**config.mk**
```make
export PLATFORM = sky130hd
export DESIGN_NAME = inst_fetch
export DESIGN_NICKNAME = d
export VERILOG_FILES = /design/src/rtl/inst_fetch.sv
export SDC_FILE = /design/constraint.sdc
export NUM_CORES = 1
export LEC_CHECK = 0
export BUFFER_PORTS_ARGS = -buffer_cell sky130_fd_sc_hd__buf_2
export CAP_MARGIN = 10
export CORE_MARGIN = 2
export CORE_UTILIZATION = 51
export CTS_CLUSTER_DIAMETER = 60
export DETAILED_ROUTE_END_ITERATION = 7
export PLACE_DENSITY = 0.89
export SYNTH_ARGS = -nofsm -noshare
export SYNTH_HDL_FRONTEND = slang
export SYNTH_SLANG_ARGS = --single-unit
```
**constraint.sdc**
```tcl
create_clock -name clk -period 2.4 [get_ports clk]
set_input_delay 0.48 -clock clk [delete_from_list [all_inputs] [get_ports clk]]
set_output_delay 0.48 -clock clk [all_outputs]
set_load 0.02 [all_outputs]
```
**src/rtl/inst_fetch.sv**
```systemverilog
// -----------------------------------------------------------------------------
// inst_fetch
//
// Instruction fetch stage. Holds the PC and issues one request/ack read per
// instruction. It then hands {inst, inst_pc, next_instaddress} to decode under
// a valid/ready handshake. Taken jumps, jr and branches reported by decode
// take effect after exactly one MIPS delay slot.
//
// States
//   state | meaning
//   ------+-----------------------------------------------------------------
//   IDLE  | one dead cycle after reset, no request
//   REQ   | inst_req high, inst_addr = pc, waiting for inst_ack
//   HOLD  | instruction presented to decode (inst_valid), waiting for accept
//
// Ports
//   clk               in   1   clock, all state on the rising edge
//   rst               in   1   synchronous, active-high reset
//   inst_req          out  1   read request to instruction memory
//   inst_addr         out  32  address of the outstanding request
//   inst_ack          in   1   read data valid, completes the request
//   inst_rdata        in   32  instruction word, qualified by inst_ack
//   inst              out  32  instruction presented to decode
//   inst_pc           out  32  address of inst
//   next_instaddress  out  32  inst_pc + 4
//   inst_valid        out  1   inst / inst_pc / next_instaddress valid
//   inst_ready        in   1   decode accepts (accept = inst_valid & inst_ready)
//   redirect          in   1   accepted inst is a taken jump/jr/branch
//   redirect_target   in   32  redirect destination, sampled on accept
//   fetch_adel        out  1   current fetch came from a misaligned target
// -----------------------------------------------------------------------------
module inst_fetch #(
    parameter logic [31:0] RESET_PC = 32'hBFC0_0000
) (
    input  logic        clk,
    input  logic        rst,

    output logic        inst_req,
    output logic [31:0] inst_addr,
    input  logic        inst_ack,
    input  logic [31:0] inst_rdata,

    output logic [31:0] inst,
    output logic [31:0] inst_pc,
    output logic [31:0] next_instaddress,
    output logic        inst_valid,
    input  logic        inst_ready,

    input  logic        redirect,
    input  logic [31:0] redirect_target,
    output logic        fetch_adel
);

    typedef enum logic [1:0] {
        S_IDLE = 2'd0,
        S_REQ  = 2'd1,
        S_HOLD = 2'd2
    } state_t;

    state_t      state;
    logic [31:0] pc;
    logic [31:0] tgt;
    logic        tgt_pend;
    logic        in_ds;
    logic        accept;

    // Decode only acknowledges while we are actually presenting something.
    assign accept    = (state == S_HOLD) && inst_valid && inst_ready;

    // pc is held constant for the whole REQ phase, so it doubles as the
    // request address without needing a separate register.
    assign inst_addr = pc;

    always_ff @(posedge clk) begin
        if (rst) begin
            state            <= S_IDLE;
            pc               <= RESET_PC;
            tgt              <= 32'h0;
            tgt_pend         <= 1'b0;
            in_ds            <= 1'b0;
            inst_req         <= 1'b0;
            inst_valid       <= 1'b0;
            inst             <= 32'h0;
            inst_pc          <= 32'h0;
            next_instaddress <= 32'h0;
            fetch_adel       <= 1'b0;
        end else begin
            case (state)
                S_IDLE: begin
                    state    <= S_REQ;
                    inst_req <= 1'b1;
                end

                S_REQ: begin
                    if (inst_ack) begin
                        inst             <= inst_rdata;
                        inst_pc          <= pc;
                        next_instaddress <= pc + 32'd4;
                        inst_valid       <= 1'b1;
                        inst_req         <= 1'b0;
                        state            <= S_HOLD;
                    end
                end

                S_HOLD: begin
                    if (accept) begin
                        inst_valid <= 1'b0;
                        inst_req   <= 1'b1;
                        state      <= S_REQ;
                        if (redirect && !in_ds) begin
                            // Taken control transfer: fetch the delay slot
                            // first and park the target until it is accepted.
                            tgt        <= redirect_target;
                            tgt_pend   <= 1'b1;
                            in_ds      <= 1'b1;
                            pc         <= next_instaddress;
                            fetch_adel <= 1'b0;
                        end else if (tgt_pend) begin
                            // Delay slot accepted: jump. A misaligned target
                            // is fetched word-aligned and flagged so the
                            // exception travels with that instruction.
                            pc         <= {tgt[31:2], 2'b00};
                            fetch_adel <= |tgt[1:0];
                            tgt_pend   <= 1'b0;
                            in_ds      <= 1'b0;
                        end else begin
                            pc         <= next_instaddress;
                            fetch_adel <= 1'b0;
                            in_ds      <= 1'b0;
                        end
                    end
                end

                default: begin
                    state      <= S_IDLE;
                    inst_req   <= 1'b0;
                    inst_valid <= 1'b0;
                end
            endcase
        end
    end

endmodule

```
Word-level counts from Yosys, hierarchy flattened
Index checks and enable logic that the tools add are counted.
{"block": "classes", "muxes": 14, "n_eq_ne": 4, "n_bitwise": 1, "n_addsub": 1, "n_reduce_logical": 11}
{"cell": "two-way mux 32 bit", "count": 2}
{"cell": "adder 32 x 3 -> 32 bit (second input constant)", "count": 1}
{"cell": "two-way mux 1 bit", "count": 7}
{"cell": "one-hot mux 1 bit (3 select lines)", "count": 2}
{"cell": "one-hot mux 2 bit (3 select lines)", "count": 1}
{"cell": "AND reduction 2 bit", "count": 3}
{"cell": "AND reduction 3 bit", "count": 2}
{"cell": "two-way mux 2 bit", "count": 2}
{"cell": "!= test 2 bit (second input constant)", "count": 2}
{"cell": "logical AND 1 bit", "count": 3}
{"cell": "== test 2 x 1 -> 1 bit (second input constant)", "count": 1}
{"cell": "== test 2 bit (second input constant)", "count": 1}
{"cell": "zero test 2 bit", "count": 1}
{"cell": "OR reduction 2 bit", "count": 1}
{"cell": "zero test 1 bit", "count": 1}
{"cell": "NOT 1 bit", "count": 1}
{"block": "word_totals", "regBits": 166, "output_inout_bits": 131, "input_bits": 69}

Logic depth before layout (Yosys ltp)
Gate-level depths: netlist of the first run.
{"block": "logic_depth", "depth_word": 5, "mapped_depth": 7, "depth_no_buf": 5}

Worst setup path after synthesis of the first run
Ideal clock, no wire load.
{"block": "synth_timing", "path_kind": "flip-flop to flip-flop", "startpoint": "reg pc[2] (netlist: inst_addr[2])", "endpoint": "reg next_instaddress[22]", "setup_ns": 0.091, "stages_incl_launch_ff": 7, "period_less_slack_ns": 1.955, "n_path_buf": 1, "t_arrival_ns": 1.864, "setup_slack_ns": 0.445, "path_cell_list": "dfxtp_1 ha_1 and3_2 buf_6 nand4_1 or4_1 a311oi_1"}
{"block": "synth_between", "elab_chain_len": 1}
{"element": "start, declared", "line": "61", "rtl": "logic [31:0] pc;"}
{"element": "start signal, assigned", "line": "116", "rtl": "pc <= next_instaddress;"}
{"element": "start signal, assigned", "line": "122", "rtl": "pc <= {tgt[31:2], 2'b00};"}
{"element": "start signal, assigned", "line": "127", "rtl": "pc <= next_instaddress;"}
{"element": "adder 32 x 3 -> 32 bit", "line": "98", "rtl": "next_instaddress <= pc + 32'd4;"}
{"element": "end signal, assigned", "line": "98"}
{"element": "end, declared", "line": "45", "rtl": "output logic [31:0] next_instaddress,"}
Every way passes these cells.
A chain may end at the register's enable or synchronous reset.

Worst setup path in the final report of the first run
Same ends and word-level chain as after synthesis.

==> results of run 1 <==
## cell usage in the layout, fill, tap and decap left out, drive strengths merged, types with 9 or more instances in the layout
cell type | Yosys | routed
a21oi | 107 | 107
buf | 31 | 218
clkbuf | 35 | 23
xor2 | 9 | 9
nand2 | 205 | 205
a211o | 9 | 9
nand3 | 10 | 10
nor2 | 69 | 69
dfxtp | 163 | 163
a311oi | 12 | 12
mux2i | 30 | 30
nand4 | 12 | 12
a211oi | 33 | 33
## logic make-up (layout without fill, tap and decap cells)
group                    Yosys count  count (layout)  synth area share
AND/OR/NAND/NOR                  337             337             0.225
AO/OA/AOI/OAI                    180             180             0.166
flip-flops                       163             163             0.497
buffers and inverters             69             253            0.0490
multiplexers                      30              30            0.0457
XOR/XNOR                          12              12            0.0160
adder cells (fa/ha/maj)            1               1           0.00190
## flip-flops by register name (all words and copies together) (netlist names)
register / cells
in_ds: 1
tgt: 32
inst_valid: 1
inst_addr: 32
next_instaddress: 30
inst_pc: 32
fetch_adel: 1
state: 2
inst: 32
## area by class of cell
class / instances / area [µm²] / share of cell area
timing repair buffer: 218 / 1190 / 0.145
clock inverter: 9 / 81.3 / 0.00989
multi-input combinational: 560 / 3000 / 0.364
tap: 172 / 215 / 0.0262
inverter: 3 / 11.3 / 0.00137
clock buffer: 23 / 468 / 0.0569
sequential: 163 / 3260 / 0.397
## metal layers
metal | wire (µm) | vias to the layer above | global-route usage
li1 | - | 3060 | -
met1 | 7930 | 2877 | 0.331
met2 | 8750 | 251 | 0.437
met3 | 1210 | 27 | 0.0683
met4 | 336 | 0 | 0.0896
met5 | 0 | - | 0
## power groups by stage
stage / logic, µW / registers (µW) / clock network [µW]
global placement: 542 / 2920 / 0
finish: 553 / 2870 / 2530
CTS: 554 / 2870 / 2560
floorplan: 239 / 3010 / 0
global route: 603 / 2880 / 2690
detailed placement: 551 / 2930 / 0
## how the worst min path moves through the flow
stage	to	slack [ns]	cells after the start
3_5_place_dp	inst_pc[16]	0.44	2
2_1_floorplan	tgt[10]	0.44	2
4_1_cts	tgt[15]	0.27	3
3_3_place_gp	inst[15]	0.44	2
5_1_grt	inst[19]	0.28	3
6_report	tgt[15]	0.29	3
## through the flow
stage,utilization,cells,setup WS [ns],cell area [µm²]
finish,0.652,1148,0.278,8230
global route,0.652,1148,0.105,8230
CTS,0.652,1148,0.311,8230
detailed placement,0.608,1116,0.332,7680
global placement,0.608,1116,0.405,7680
floorplan,-,792,0.445,6570
## critical path, cell delays in order (launching register included)
cell	delay [ns]
dfxtp_1	0.44
ha_1	0.22
and3_2	0.30
nand4_1	0.33
or4_1	0.50
a311oi_1	0.25
==> summary.txt, run 1 <==
DR pass1 iterations: 7
total grt overflow: 0
reg2reg end: next_instaddress[22]
status: complete, no violations
proportion of power drawn by the clock network: 0.425
fill count: 1096
Synth top area share: 0.497
synth cell count leaders: 205 x nand2_1, 163 x dfxtp_1, 107 x a21oi_1, 69 x nor2_1, 35 x clkbuf_1
die area: 13800 µm²
WHS: 0.287 ns
Iter 0 DRT Violations: 529
n_diodes: 0
Worst Hold Launch: redirect_target[15]
Clock Sinks: 163
cell depth of the worst flop-to-flop path: 5
initial antenna violation count: 0
Post-synth EDFFs: 0
flops & latches, synth: 163
clk_lat worst skew: 0.43 ns
root buf cell: clkbuf_16
core area: 12600 µm²
Flop pwr share: 0.482
static leakage: 0.00320 µW
Synth cell types: 41
Post-Syn Nets: 862
CTS tree: yes
DR vias: 6215
hold_buf cts: 0
largest net degree at the start of global routing: 72
area of the mapped netlist: 6570 µm²
Total GRT Usage: 0.262
crit-path max FO: 10
Tmin final: 2.12 ns
Critical Path Start: inst_addr[2]
setup repair after global routing missed its margin: false
worst slew pin tran: 0.745 ns
Final period util: 0.884
Clock Pin Slew Worst Setup and Hold Paths: 0.06 ns
internal power: 4470 µW
Final Total Pwr: 5950 µW
CP Data Arrival Time: 2.46 ns
pwr/cell area: 723 nW/µm²
fmax: 471 MHz
ranking of synthesized cells by area: dfxtp_1 50%, nand2_1 12%, a21oi_1 8.2%
vias in the first global route: 5741
CP endpoint: next_instaddress[22]
Setup CP Type: flip-flop to flip-flop
r2r startpoint: inst_addr[2]
top-count cell post-synth: nand2_1
H-tree depth: 4
Antenna Nets Post-Route: 0
Cells after Synth: 792
die height: 117 µm
routed vias/inst: 5.41
CP Launch Type: flip-flop
share of post-route cells with drive strength above 1: 0.261
async set-or-reset flop fraction in the synthesized netlist: 0
GP Congestion: 0.833
sw frac: 0.249
post-cts sizing count: 0
Starting Density: 0.521
Crit. End Element: flip-flop
Top FF cell, synth: dfxtp_1
final setup TNS: 0 ns
Wirelength per Cell: 15.9 µm
Die W: 117 µm
Final Hold Viols: 0
Switching Power: 1480 µW
Rel. slew slack: 0.504
Final Net Count: 1033
Rows: 41
clk buf depth: 2
first-pass GRT wire length: 29300 µm
worst hold path type: input pin to flip-flop
Synth Warn #: 0
PortBufs: 199
DRC viols: 0
Setup-failing EPs final: 0
post-synth top area cell: dfxtp_1
Logic pwr share: 0.093
TritonCTS Buffers: 17
Syn Area/Cell: 8.29 µm²
setup bufs post-CTS: 0
Max-Cap Viols: 0
Slew Limit Fails: 0
hpwl dp: 12700 µm
R2R setup slack: 0.28 ns
critical path required time: 2.74 ns
Area growth syn-to-layout: 25.2%
Clock Skew: 0.00731 ns
final WL: 18200 µm
worst vdd ir: 0.471 mV
sequential fraction of the synthesis area: 0.497
IO Pins: 200
No activity file was read; power rests on OpenSTA's default activity.
==> run 2: changes to the inputs <==
Settings changed: CORE_MARGIN 2 to 3.
==> summary.txt, run 2 (same netlist as run 1, synthesis figures left out) <==
status: complete, no violations
initial antenna violation count: 0
DR pass1 iterations: 5
Clock Sinks: 163
Util after Layout: 0.669
die area: 14300 µm²
GP Congestion: 0.869
hold_buf cts: 0
DR vias: 6247
vias in the first global route: 5738
Antenna Nets Post-Route: 0
fin cells: 1141
Wirelength per Cell: 16.3 µm
highest cell delay on the worst timing path: 0.53 ns
Max-Cap Viols: 0
worst vdd ir: 0.533 mV
DRC viols: 0
pwr/cell area: 737 nW/µm²
largest net degree at the start of global routing: 107
fmax: 458 MHz
met1 wire length: 7830 µm
CTS tree: yes
Iter 0 DRT Violations: 401
commonest non-fill, non-tap cell in the layout: nand2_1
Rel. slew slack: 0.542
clk_lat worst skew: 0.42 ns
Setup CP Type: flip-flop to flip-flop
most frequent cells in the layout: 205 x nand2_1, 198 x buf_2, 162 x dfxtp_1
R2R setup slack: 0.21 ns
Starting Density: 0.534
IO Pins: 200
setup repair after global routing missed its margin: false
setup bufs post-CTS: 0
first-pass GRT wire length: 29600 µm
final WL: 18600 µm
Die W: 119 µm
Final period util: 0.911
Final Hold Viols: 0
final setup TNS: 0 ns
placed cell count: 1109
root buf cell: clkbuf_16
critical-path cell list: ha_1 -> and3_2 -> nand4_1 -> or4_1 -> a311oi_1
share of post-route cells with drive strength above 1: 0.256
met2 routed WL: 8920 µm
hpwl dp: 12700 µm
static leakage: 0.00322 µW
TritonCTS Buffers: 17
Slew Limit Fails: 0
Clock Pin Slew Worst Setup and Hold Paths: 0.06 ns
Total GRT Usage: 0.259
Logic pwr share: 0.092
Tmin final: 2.19 ns
total grt overflow: 0
proportion of power drawn by the clock network: 0.436
critical path required time: 2.73 ns
max layer used: met4
crit-path max FO: 10
Area growth syn-to-layout: 25.4%
Crit. End Element: flip-flop
Switching Power: 1440 µW
Rows: 40
sw frac: 0.237
die height: 119 µm
CP max-delay cell: or4_1
metal3 WL: 1540 µm
post-cts sizing count: 0
worst hold path type: input pin to flip-flop
CP Launch Type: flip-flop
clk buf depth: 2
routed vias/inst: 5.48
worst slew pin tran: 0.687 ns
H-tree depth: 4
PortBufs: 199
Clock Skew: 0.00660 ns
n_diodes: 0
CP Data Arrival Time: 2.52 ns
internal power: 4640 µW
Setup-failing EPs final: 0
core area: 12300 µm²
Flop pwr share: 0.472
Final Net Count: 1030
run 2: cell types whose count changed in the layout (fill, tap and decap cells not counted), sizes merged:
cell	delta
clkinvlp	-3
buf	-3
clkinv	-3
clkbuf	+5
bufinv	+1
run 2: worst paths after layout:
check	from	to	depth (start not counted)
worst max-delay path	inst_addr[2]	next_instaddress[22]	5
worst min register to register	inst_pc[17]	inst_pc[17]	2
worst min-delay path	inst_rdata[29]	inst[29]	3
worst max register to register	inst_addr[2]	next_instaddress[22]	5
run 2: power groups by stage:
stage               Clock [µW]  Combinational, µW  Sequential, µW
finish                    2650                557            2870
CTS                       2690                558            2870
floorplan                    0                239            3010
detailed placement           0                555            2920
global route              2790                611            2880
global placement             0                547            2920
run 2: layout make-up:
cell class	count	area, µm²
clock inverters	4	70.1
clock buffers	28	507
well taps	168	210
inverters	3	11.3
repair buffers	215	1180
multi-input cells	560	3000
flip-flops and latches	163	3260
fillers	1025	4070
run 2: per-layer routing:
metal	vias up	global-route usage
met5	-	0
met4	0	0.0895
met3	25	0.0716
met2	260	0.432
met1	2902	0.325
li1	3060	-
run 2: per-stage QoR:
stage | instance area, µm² | total power [µW] | worst slack, ns | hold slack (ns)
final | 8240 | 6070 | 0.214 | 0.295
after global routing | 8240 | 6270 | 0.126 | 0.283
after CTS | 8240 | 6110 | 0.245 | 0.283
after detailed placement | 7660 | 3480 | 0.258 | 0.443
after global placement | 7660 | 3470 | 0.331 | 0.438
after floorplan | 6570 | 3250 | 0.445 | 0.436
run 2: critical path: cells and delay by family, from the launching register on:
kind	cells	cell delay (ns)
AND/OR/NAND/NOR	3	1.21
adder cells (fa/ha/maj)	1	0.22
AO/OA/AOI/OAI	1	0.24
flip-flops	1	0.43
